===== config.mk =====
export PLATFORM = sky130hd
export DESIGN_NAME = fx3_gpif_receiver
export DESIGN_NICKNAME = d
export VERILOG_FILES = /design/src/rtl/fx3_gpif_pkg.sv /design/src/rtl/fx3_gpif_receiver_checker.sv /design/src/rtl/fx3_gpif_receiver.sv
export SDC_FILE = /design/constraint.sdc
export NUM_CORES = 1
export LEC_CHECK = 0
export ABC_AREA = 1
export CORE_ASPECT_RATIO = 0.6
export CORE_MARGIN = 5
export CORE_UTILIZATION = 40
export CTS_BUF_LIST = sky130_fd_sc_hd__clkbuf_16
export CTS_CLUSTER_SIZE = 40
export DETAILED_ROUTE_END_ITERATION = 6
export GPL_TIMING_DRIVEN = 0
export RECOVER_POWER = 50
export SLEW_MARGIN = 20
export SYNTH_ARGS = -nofsm -noshare
export SYNTH_HDL_FRONTEND = slang
export SYNTH_SLANG_ARGS = --single-unit

===== constraint.sdc =====
create_clock -name fx3_clock -period 3.6 [get_ports fx3_clock]
set_clock_uncertainty 0.1 [all_clocks]
set_input_delay 0.72 -clock fx3_clock [delete_from_list [all_inputs] [get_ports fx3_clock]]
set_output_delay 0.72 -clock fx3_clock [all_outputs]
set_load 0.02 [all_outputs]

===== src/rtl/fx3_gpif_pkg.sv =====
// rtl/fx3_gpif_pkg.sv - shared types and flag polarities for the FX3 GPIF receiver
package fx3_gpif_pkg;

    typedef enum logic [1:0] {
        IDLE,
        FILL,
        SWITCH,
        STALL
    } fsmState_t;

    typedef enum logic {
        EMPTY,
        DRAINING
    } bufState_t;

    localparam logic FX3_READY     = 1'b0;
    localparam logic FX3_NOT_READY = 1'b1;

endpackage


===== src/rtl/fx3_gpif_receiver_checker.sv =====
// rtl/fx3_gpif_receiver_checker.sv - incrementing test-pattern checker with saturating error count
module testPatternChecker #(
    parameter logic [15:0] TEST_STEP = 16'd64
) (
    input  logic        clock,
    input  logic        nReset,
    input  logic        enable,
    input  logic        valid,
    input  logic [15:0] data,
    output logic [15:0] errorCount
);

    logic        armed;
    logic [15:0] reference;

    // First word after enable only loads the reference; later words are compared, then resync.
    always_ff @(posedge clock) begin
        if (!nReset) begin
            armed      <= 1'b0;
            reference  <= 16'h0000;
            errorCount <= 16'h0000;
        end else if (!enable) begin
            armed <= 1'b0;
        end else if (valid) begin
            armed     <= 1'b1;
            reference <= data;
            if (armed && (data != 16'(reference + TEST_STEP)) && (errorCount != 16'hFFFF)) begin
                errorCount <= errorCount + 16'd1;
            end
        end
    end

endmodule


===== src/rtl/fx3_gpif_receiver.sv =====
// rtl/fx3_gpif_receiver.sv - FX3 thread-0 double-buffered DMA sink emulation
module fx3_gpif_receiver
    import fx3_gpif_pkg::*;
#(
    parameter int          BUFFER_WORDS    = 8192,
    parameter int          WATERMARK_WORDS = 6,
    parameter int          DRAIN_CYCLES    = 4096,
    parameter int          SWITCH_CYCLES   = 3,
    parameter logic [15:0] TEST_STEP       = 16'd64
) (
    input  logic        fx3_clock,
    input  logic        fx3_nReset,
    input  logic [15:0] fx3_databus,
    input  logic        fx3_nWrite,
    input  logic        fx3_nTestmode,
    output logic        fx3_nReady,
    output logic        fx3_th0Ready,
    output logic        fx3_th0Watermark,
    output logic [31:0] wordCount,
    output logic [15:0] overrunCount,
    output logic [15:0] testErrorCount
);

    localparam int PTR_W   = $clog2(BUFFER_WORDS);
    localparam int DRAIN_W = $clog2(DRAIN_CYCLES + 1);
    localparam int SW_W    = $clog2(SWITCH_CYCLES) + 1;

    localparam logic [PTR_W-1:0]   PTR_LAST   = PTR_W'(BUFFER_WORDS - 1);
    localparam logic [PTR_W:0]     BUF_SIZE   = (PTR_W + 1)'(BUFFER_WORDS);
    localparam logic [PTR_W:0]     WM_LEVEL   = (PTR_W + 1)'(WATERMARK_WORDS);
    localparam logic [DRAIN_W-1:0] DRAIN_LOAD = DRAIN_W'(DRAIN_CYCLES);
    localparam logic [DRAIN_W-1:0] DRAIN_ONE  = DRAIN_W'(1);
    localparam logic [SW_W-1:0]    SW_LAST    = SW_W'(SWITCH_CYCLES - 1);

    fsmState_t          state;
    fsmState_t          stateNext;
    logic [PTR_W-1:0]   writePtr;
    logic               activeBuf;
    logic [SW_W-1:0]    switchCount;
    bufState_t          bufStateA;
    bufState_t          bufStateB;
    logic [DRAIN_W-1:0] drainTimerA;
    logic [DRAIN_W-1:0] drainTimerB;
    logic               accept;
    logic               lastWord;
    logic               otherFree;
    logic [PTR_W:0]     remaining;

    assign accept    = (state == FILL) && !fx3_nWrite;
    assign lastWord  = accept && (writePtr == PTR_LAST);
    assign remaining = BUF_SIZE - {1'b0, writePtr};

    // The standby buffer counts as free on the edge its drain timer reaches zero.
    always_comb begin
        otherFree = 1'b0;
        if (activeBuf == 1'b0) begin
            otherFree = (bufStateB == EMPTY) || (drainTimerB == DRAIN_ONE);
        end else begin
            otherFree = (bufStateA == EMPTY) || (drainTimerA == DRAIN_ONE);
        end
    end

    // Main FSM state register.
    always_ff @(posedge fx3_clock) begin
        if (!fx3_nReset) begin
            state <= IDLE;
        end else begin
            state <= stateNext;
        end
    end

    // Main FSM next-state logic.
    always_comb begin
        stateNext = state;
        case (state)
            IDLE:    stateNext = FILL;
            FILL:    if (lastWord) stateNext = otherFree ? SWITCH : STALL;
            SWITCH:  if (switchCount == SW_LAST) stateNext = FILL;
            STALL:   if (otherFree) stateNext = SWITCH;
            default: stateNext = IDLE;
        endcase
    end

    // Write pointer, switch latency counter, active buffer select and traffic counters.
    always_ff @(posedge fx3_clock) begin
        if (!fx3_nReset) begin
            writePtr     <= '0;
            activeBuf    <= 1'b0;
            switchCount  <= '0;
            wordCount    <= 32'd0;
            overrunCount <= 16'h0000;
        end else begin
            if (accept) begin
                wordCount <= wordCount + 32'd1;
                writePtr  <= lastWord ? '0 : writePtr + PTR_W'(1);
            end
            if (!fx3_nWrite && (state != FILL) && (overrunCount != 16'hFFFF)) begin
                overrunCount <= overrunCount + 16'd1;
            end
            switchCount <= (state == SWITCH) ? switchCount + SW_W'(1) : '0;
            if ((state == SWITCH) && (stateNext == FILL)) begin
                activeBuf <= ~activeBuf;
            end
        end
    end

    // Buffer A drain emulation: committed on its last word, empty when the timer hits zero.
    always_ff @(posedge fx3_clock) begin
        if (!fx3_nReset) begin
            bufStateA   <= EMPTY;
            drainTimerA <= '0;
        end else if (lastWord && (activeBuf == 1'b0)) begin
            bufStateA   <= DRAINING;
            drainTimerA <= DRAIN_LOAD;
        end else if (bufStateA == DRAINING) begin
            drainTimerA <= drainTimerA - DRAIN_ONE;
            if (drainTimerA == DRAIN_ONE) bufStateA <= EMPTY;
        end
    end

    // Buffer B drain emulation, mirror of buffer A.
    always_ff @(posedge fx3_clock) begin
        if (!fx3_nReset) begin
            bufStateB   <= EMPTY;
            drainTimerB <= '0;
        end else if (lastWord && (activeBuf == 1'b1)) begin
            bufStateB   <= DRAINING;
            drainTimerB <= DRAIN_LOAD;
        end else if (bufStateB == DRAINING) begin
            drainTimerB <= drainTimerB - DRAIN_ONE;
            if (drainTimerB == DRAIN_ONE) bufStateB <= EMPTY;
        end
    end

    // Flags follow the registered state, so they trail the sampled write by one edge.
    always_ff @(posedge fx3_clock) begin
        if (!fx3_nReset) begin
            fx3_nReady       <= FX3_NOT_READY;
            fx3_th0Ready     <= FX3_NOT_READY;
            fx3_th0Watermark <= 1'b1;
        end else begin
            fx3_nReady       <= (state == FILL) ? FX3_READY : FX3_NOT_READY;
            fx3_th0Ready     <= (state == FILL) ? FX3_READY : FX3_NOT_READY;
            fx3_th0Watermark <= (state != FILL) || (remaining <= WM_LEVEL);
        end
    end

    testPatternChecker #(
        .TEST_STEP(TEST_STEP)
    ) u_checker (
        .clock     (fx3_clock),
        .nReset    (fx3_nReset),
        .enable    (~fx3_nTestmode),
        .valid     (accept),
        .data      (fx3_databus),
        .errorCount(testErrorCount)
    );

endmodule


==> results.md, run 1 <==
- Final Hold Viols: 0
- Synth Cell Area: 6740 um^2
- Total congestion overflow: 0
- Clk slew on worst S/H paths: 0.06 ns
- Mapped Nets: 1019
- DR vias/cell: 4.78
- Hpwl dp: 13300 um
- Layout cells sized above 1: 4.53%
- #FFs+latches synth: 130
- First-pass GRT wire length: 29200 um
- Cts bufs inserted: 17
- Worst Path Required: 3.78 ns
- Buffers and inverters on the worst path: 2
- Crit path launch type: input pin
- RSZ-0062 raised after global routing: false
- Static leakage: 0.00324 uW
- Synth area leader: dfxtp_1
- DRC Markers: 0
- CP arrival: 2.98 ns
- Combinational share of power: 5.6%
- Setup TNS: 0 ns
- Synth area leaders: dfxtp_1 (39%), nand2_1 (11%), nor2_1 (9.0%), inv_1 (7.4%), a21oi_1 (4.8%)
- Wire length per cell: 13.4 um
- ANT nets after route: 0
- H-tree depth: 4
- Port buffer count: 85
- Die height: 111 um
- Routed wl met2: 6490 um
- Rel. slew slack: 51.1%
- Vias after detailed routing: 6368
- CP Cell Sequence: clkdlybuf4s50_1 -> nor2_1 -> clkbuf_1 -> nand4_1 -> nor2_1 -> nand2_2 -> nor2_2 -> nand2_1 -> nor3_1 -> nor3b_2
- HP Class: register to register
- Initial antenna violation count: 0
- Period utilization: 77.8%
- Cell area after placement: 7880 um^2
- Nets: 1123
- Worst VDD drop: 297 uV
- Post-synthesis sequential area ratio: 38.6%
- Status: completed
- Row count: 36
- Share of the synthesized area in the top cell type: 38.6%
- Wire length on met1: 9870 um
- Fmax: 357 MHz
- Pin slew with the least headroom to its limit: 0.734 ns
- Largest stage delay on the critical path: 0.46 ns
- CP Max Fanout: 10
- Sw Pwr: 790 uW
- Pre-Repair DR Iteration Count: 5
- Filler Cells Inserted: 1656
- Gate Count Post-Synth: 986
- CTS tree: yes
- Total track usage: 18.2%
- Period minus WS final: 2.80 ns
- Clock Path Buffers: 2
- Final setup violation count: 0
- Synthesis warning total: 0
- PwrDens: 404 nW/um^2
- Die ar.: 19600 um^2
- Routability cong.: 0.877
- Synthesis-to-layout area growth: 24.9%
- First-iteration detailed-routing DRC count: 495
- Core Box Area: 16400 um^2
- Clock latency on the worst-skew pair: 0.41 ns
- Synth cell types: 43
- Sink Count: 130
- Ant diodes: 0
- Final core utilization: 51.3%
- Pins Over Slew Limit: 0
- CP top delay family: simple AND/OR/NAND/NOR gates
- Average cell area after synthesis: 6.84 um^2
- Io pins: 87
- Internal power: 2610 uW
- Largest net degree at the start of global routing: 17
- Fin area: 8420 um^2
- Post-Route WL: 17800 um
- # resized after CTS: 0
- Post-CTS setup buffers: 0
- Root Buffer: clkbuf_16
- Met3 routed WL: 1310 um
- Part of the power in the clock network: 51.1%
- Setup Crit Path Kind: input pin to register
- Die width: 178 um
- DR top layer: met4
- Switching Fraction: 23.2%
- Vias in the first global route: 5701
- Max_cap viols: 0
- CTS Hold Bufs: 0
- Crit path capture type: register
- Initial Util: 41.1%
- Area occupied by multi-input gates: 3450 um^2
- Critical Path Slowest Stage Cell: clkdlybuf4s50_1
- Register share of total power: 43.3%
- Register area: 2600 um^2
- Most common cell on crit path: nor2_1
==> registers in the layout, summed over array words and instances (netlist names) <==
register,count
writePtr,13
bufStateB,1
overrunCount,16
state,2
fx3_th0Watermark,1
switchCount,3
u_checker.errorCount,16
fx3_th0Ready,1
wordCount,32
bufStateA,1
drainTimerB,13
u_checker.reference,16
activeBuf,1
drainTimerA,13
u_checker.armed,1
==> placed cells by master (no fill, tap or decap), drive strengths merged <==
| cell | instances |
|---|---|
| clkbuf | 38 |
| ha | 13 |
| nor2 | 167 |
| nand2 | 203 |
| clkdlybuf4s50 | 64 |
| nand4 | 31 |
| dlygate4sd3 | 21 |
| xnor2 | 24 |
| nor3 | 39 |
| a311oi | 1 |
| xor2 | 31 |
| nor4b | 1 |
| a21oi | 64 |
| clkinvlp | 2 |
| clkinv | 8 |
| inv | 137 |
| o211ai | 1 |
| bufinv | 3 |
| o31ai | 2 |
| nand3 | 51 |
| o21ai | 39 |
| dfxtp | 130 |
| buf | 6 |
| or2 | 5 |
| o41ai | 1 |
| nor4 | 4 |
| nor3b | 3 |
| and3 | 1 |
| a221oi | 1 |
| a31oi | 4 |
| a211oi | 4 |
| o221a | 1 |
| o21a | 1 |
| o21bai | 2 |
==> Yosys cell counts, drive strengths merged <==
master and number:
nor3 39, o21ai 39, xnor2 24, nor2 167, nand2 203, o211ai 1, nor4b 1, xor2 31
nand3 51, o21a 1, dfxtp 130, o31ai 2, nand4 31, a311oi 1, o21bai 2, o221a 1
buf 13, or2 5, clkbuf 14, ha 13, nor4 4, a21oi 64, a211oi 4, a31oi 4
nor3b 3, inv 135, a221oi 1, and3 1, o41ai 1
==> power groups by stage <==
stage	clock network (uW)	logic [uW]	registers, uW
2_1_floorplan	0	111	1510
3_3_place_gp	0	192	1510
3_5_place_dp	0	194	1510
4_1_cts	1770	195	1470
5_1_grt	1840	213	1480
6_report	1740	191	1470
==> cells by family (layout without fill, tap and decap cells) <==
logic type	count (synthesis)	count (layout)	share of synthesized area, %
xor+xnor	55	55	7.15
flops	130	130	38.6
simple gates	505	505	32.6
fa+ha+maj	13	13	2.41
buf+inv	162	279	9.54
compound gates	121	121	9.69
==> through the flow <==
stage	setup WS, ns	total power, uW	hold slack (ns)	std cells
after floorplan	1.62	1620	0.317	986
after global placement	0.779	1700	0.333	1299
after detailed placement	0.731	1700	0.341	1299
after CTS	1.15	3440	0.348	1331
after global routing	0.578	3520	0.372	1331
final	0.798	3400	0.345	1331
==> layout make-up <==
type	instances	share of cell area, %
inverters	135	6.02
repair buffers	85	10.1
multi-input cells	694	41.0
plain buffers	27	1.47
well taps	228	3.39
clock buffers	17	5.06
flip-flops and latches	130	30.9
clock inverters	15	1.99
==> final timing paths <==
| path | start | endpoint | slack (ns) | depth (start not counted) |
|---|---|---|---|---|
| max | fx3_nWrite | wordCount[22]$_SDFFE_PN0N_ | 0.80 | 10 |
| min | switchCount[0]$_SDFF_PN0_ | switchCount[0]$_SDFF_PN0_ | 0.35 | 1 |
| max reg2reg | state[0]$_SDFF_PN0_ | wordCount[22]$_SDFFE_PN0N_ | 1.14 | 10 |
| min reg2reg | switchCount[0]$_SDFF_PN0_ | switchCount[0]$_SDFF_PN0_ | 0.35 | 1 |
==> layer usage <==
metal | GRT usage, % | up-vias
met5 | 0 | -
met4 | 3.24 | 0
met3 | 5.23 | 14
met2 | 23.0 | 186
met1 | 29.7 | 2802
li1 | - | 3366
No activity file was read; power rests on OpenSTA's default activity.
==> run 2, diff against run 1 <==
- clock period: 3.6 -> 2.5 ns (I/O delays scaled with it)
==> run 2 against run 1 <==
Non-clock buffer count stayed put. Total power is 44% higher. Register-to-register slack worse by 0.97 ns. Via count is 0.13% higher. Die area stayed put. Cell count stayed put. Clock-buffer cell count stayed put. Critical path depth is 2 higher. Global-route usage stayed put. Clock power is 44% higher. Flip-flop and latch count stayed put.
==> results.md, run 2 (synthesis results as in run 1) <==
- R2R depth: 12
- Fin area: 8430 um^2
- Total track usage: 18.2%
- Post-CTS setup buffers: 0
- Post-Route WL: 17900 um
- Register share of total power: 43.3%
- Io pins: 87
- Final Hold Viols: 0
- Largest stage delay on the critical path: 0.38 ns
- Dpl ws: -0.149 ns
- Placed Instances: 1299
- Routability cong.: 0.877
- Die ar.: 19600 um^2
- Slack of the worst reg-to-reg path: 0.17 ns
- Core Box Area: 16400 um^2
- Pin slew with the least headroom to its limit: 0.745 ns
- Row count: 36
- CTS Hold Bufs: 0
- Hold path endpoint: switchCount[0]$_SDFF_PN0_
- Pins Over Slew Limit: 0
- Largest reg by FF count: wordCount
- Vias after detailed routing: 6376
- CP Max Fanout: 10
- Period utilization: 93.2%
- Total congestion overflow: 0
- Start point of the worst hold path: switchCount[0]$_SDFF_PN0_
- Worst Path Required: 2.66 ns
- Static leakage: 0.00325 uW
- First-iteration detailed-routing DRC count: 517
- First-pass GRT wire length: 29200 um
- Commonest non-fill, non-tap cells in the layout: nand2_1 (201), nor2_1 (165), inv_1 (133), dfxtp_1 (130), a21oi_1 (64)
- CP Cell Sequence: ha_1 -> nand2_1 -> nor2_1 -> nand2_1 -> nand2_1 -> nand3_1 -> nor2_1 -> nand3_1 -> buf_4 -> buf_4 -> nand4_1 -> a21oi_1
- Reg-to-Reg End: u_checker.errorCount[14]$_SDFFE_PN0P_
- Sink Count: 130
- Non-filler cells, final: 1331
- Sw Pwr: 1140 uW
- Layout cells sized above 1: 4.90%
- Internal power: 3760 uW
- HP Class: register to register
- Die height: 111 um
- Root Buffer: clkbuf_16
- Crit path capture type: register
- Wire length per cell: 13.4 um
- Critical Path Slowest Stage Cell: dfxtp_1
- Combinational share of power: 5.6%
- Most common cell on crit path: nand2_1
- Die width: 178 um
- DR vias/cell: 4.79
- ANT nets after route: 0
- Ant diodes: 0
- CP top delay family: simple AND/OR/NAND/NOR gates
- Hold-critical path depth: 1
- Status: completed
- Initial Util: 41.1%
- Setup Crit Path Kind: register to register
- Hpwl dp: 13300 um
- Clock latency on the worst-skew pair: 0.41 ns
- Clock Path Buffers: 2
- Commonest non-fill, non-tap cell in the layout: nand2_1
- Pre-Repair DR Iteration Count: 6
- CP arrival: 2.48 ns
- PwrDens: 582 nW/um^2
- Crit path launch type: register
- Port buffer count: 85
- H-tree depth: 4
- Cts bufs inserted: 17
- Clk slew on worst S/H paths: 0.06 ns
- CTS tree: yes
- # resized after CTS: 0
- Max reg flops: 32
- Max_cap viols: 0
- Rel. slew slack: 50.3%
- Switching Fraction: 23.2%
- CP Depth: 12
- Final setup violation count: 0
- Setup ws final: 0.170 ns
- DRC Markers: 0
- Largest net degree at the start of global routing: 17
- RR Startpoint: u_checker.reference[6]$_SDFFE_PN0P_
- Part of the power in the clock network: 51.1%
- Fmax: 429 MHz
- Nets: 1123
- Worst VDD drop: 427 uV
- Buffers and inverters on the worst path: 2
- Period minus WS final: 2.33 ns
- Synthesis-to-layout area growth: 25.0%
- Cell area after placement: 7880 um^2
- Vias in the first global route: 5701
- Initial antenna violation count: 0
- RSZ-0062 raised after global routing: false
## run 2: worst max path at each step
stage / slack, ns / startpoint / endpoint
after CTS: 0.21 / u_checker.errorCount[0]$_SDFFE_PN0P_ / u_checker.errorCount[14]$_SDFFE_PN0P_
after global placement: -0.10 / fx3_nWrite / overrunCount[10]$_SDFFE_PN0P_
after floorplan: 0.52 / u_checker.errorCount[0]$_SDFFE_PN0P_ / u_checker.errorCount[2]$_SDFFE_PN0P_
after detailed placement: -0.15 / fx3_nWrite / overrunCount[10]$_SDFFE_PN0P_
final: 0.17 / u_checker.reference[6]$_SDFFE_PN0P_ / u_checker.errorCount[14]$_SDFFE_PN0P_
after global routing: 0.02 / fx3_nWrite / wordCount[22]$_SDFFE_PN0N_
## run 2: power groups by stage
| stage | Combinational (uW) | Sequential (uW) | Clock (uW) |
|---|---|---|---|
| 4_1_cts | 280 | 2120 | 2550 |
| 2_1_floorplan | 159 | 2170 | 0 |
| 5_1_grt | 307 | 2130 | 2640 |
| 6_report | 276 | 2120 | 2500 |
| 3_5_place_dp | 279 | 2170 | 0 |
| 3_3_place_gp | 276 | 2170 | 0 |
## run 2: worst reg2reg max path, delay by kind of cell (launching register included)
| family | cells | cell delay [ns] |
|---|---|---|
| simple gates | 8 | 1.05 |
| flops | 1 | 0.38 |
| buf+inv | 2 | 0.37 |
| fa+ha+maj | 1 | 0.21 |
| compound gates | 1 | 0.08 |
## run 2: cell type report
type                    instances  area (um^2)
fillers                      1651         7970
flip-flops and latches        130         2600
clock buffers                  17          425
inverters                     135          507
well taps                     228          285
repair buffers                 85          851
multi-input cells             694         3460
clock inverters                15          168
plain buffers                  27          131
## run 2: per-stage QoR
stage          hold WS [ns]  util [%]  TNS (ns)  power (uW)
2_1_floorplan         0.317         -         0        2330
6_report              0.345      51.4         0        4900
4_1_cts               0.348      51.7         0        4950
3_3_place_gp          0.333      48.0    -0.265        2440
5_1_grt               0.372      51.4         0        5070
3_5_place_dp          0.341      48.0    -0.409        2450
## run 2: layer usage
metal / wire length, um / up-vias / share of wire, % / global-route usage (%)
met3: 1280 / 11 / 7.2 / 5.23
met2: 6480 / 182 / 36 / 23.0
li1: - / 3372 / - / -
met5: 0 / - / 0 / 0
met1: 9980 / 2811 / 56 / 29.7
met4: 116 / 0 / 0.65 / 3.24
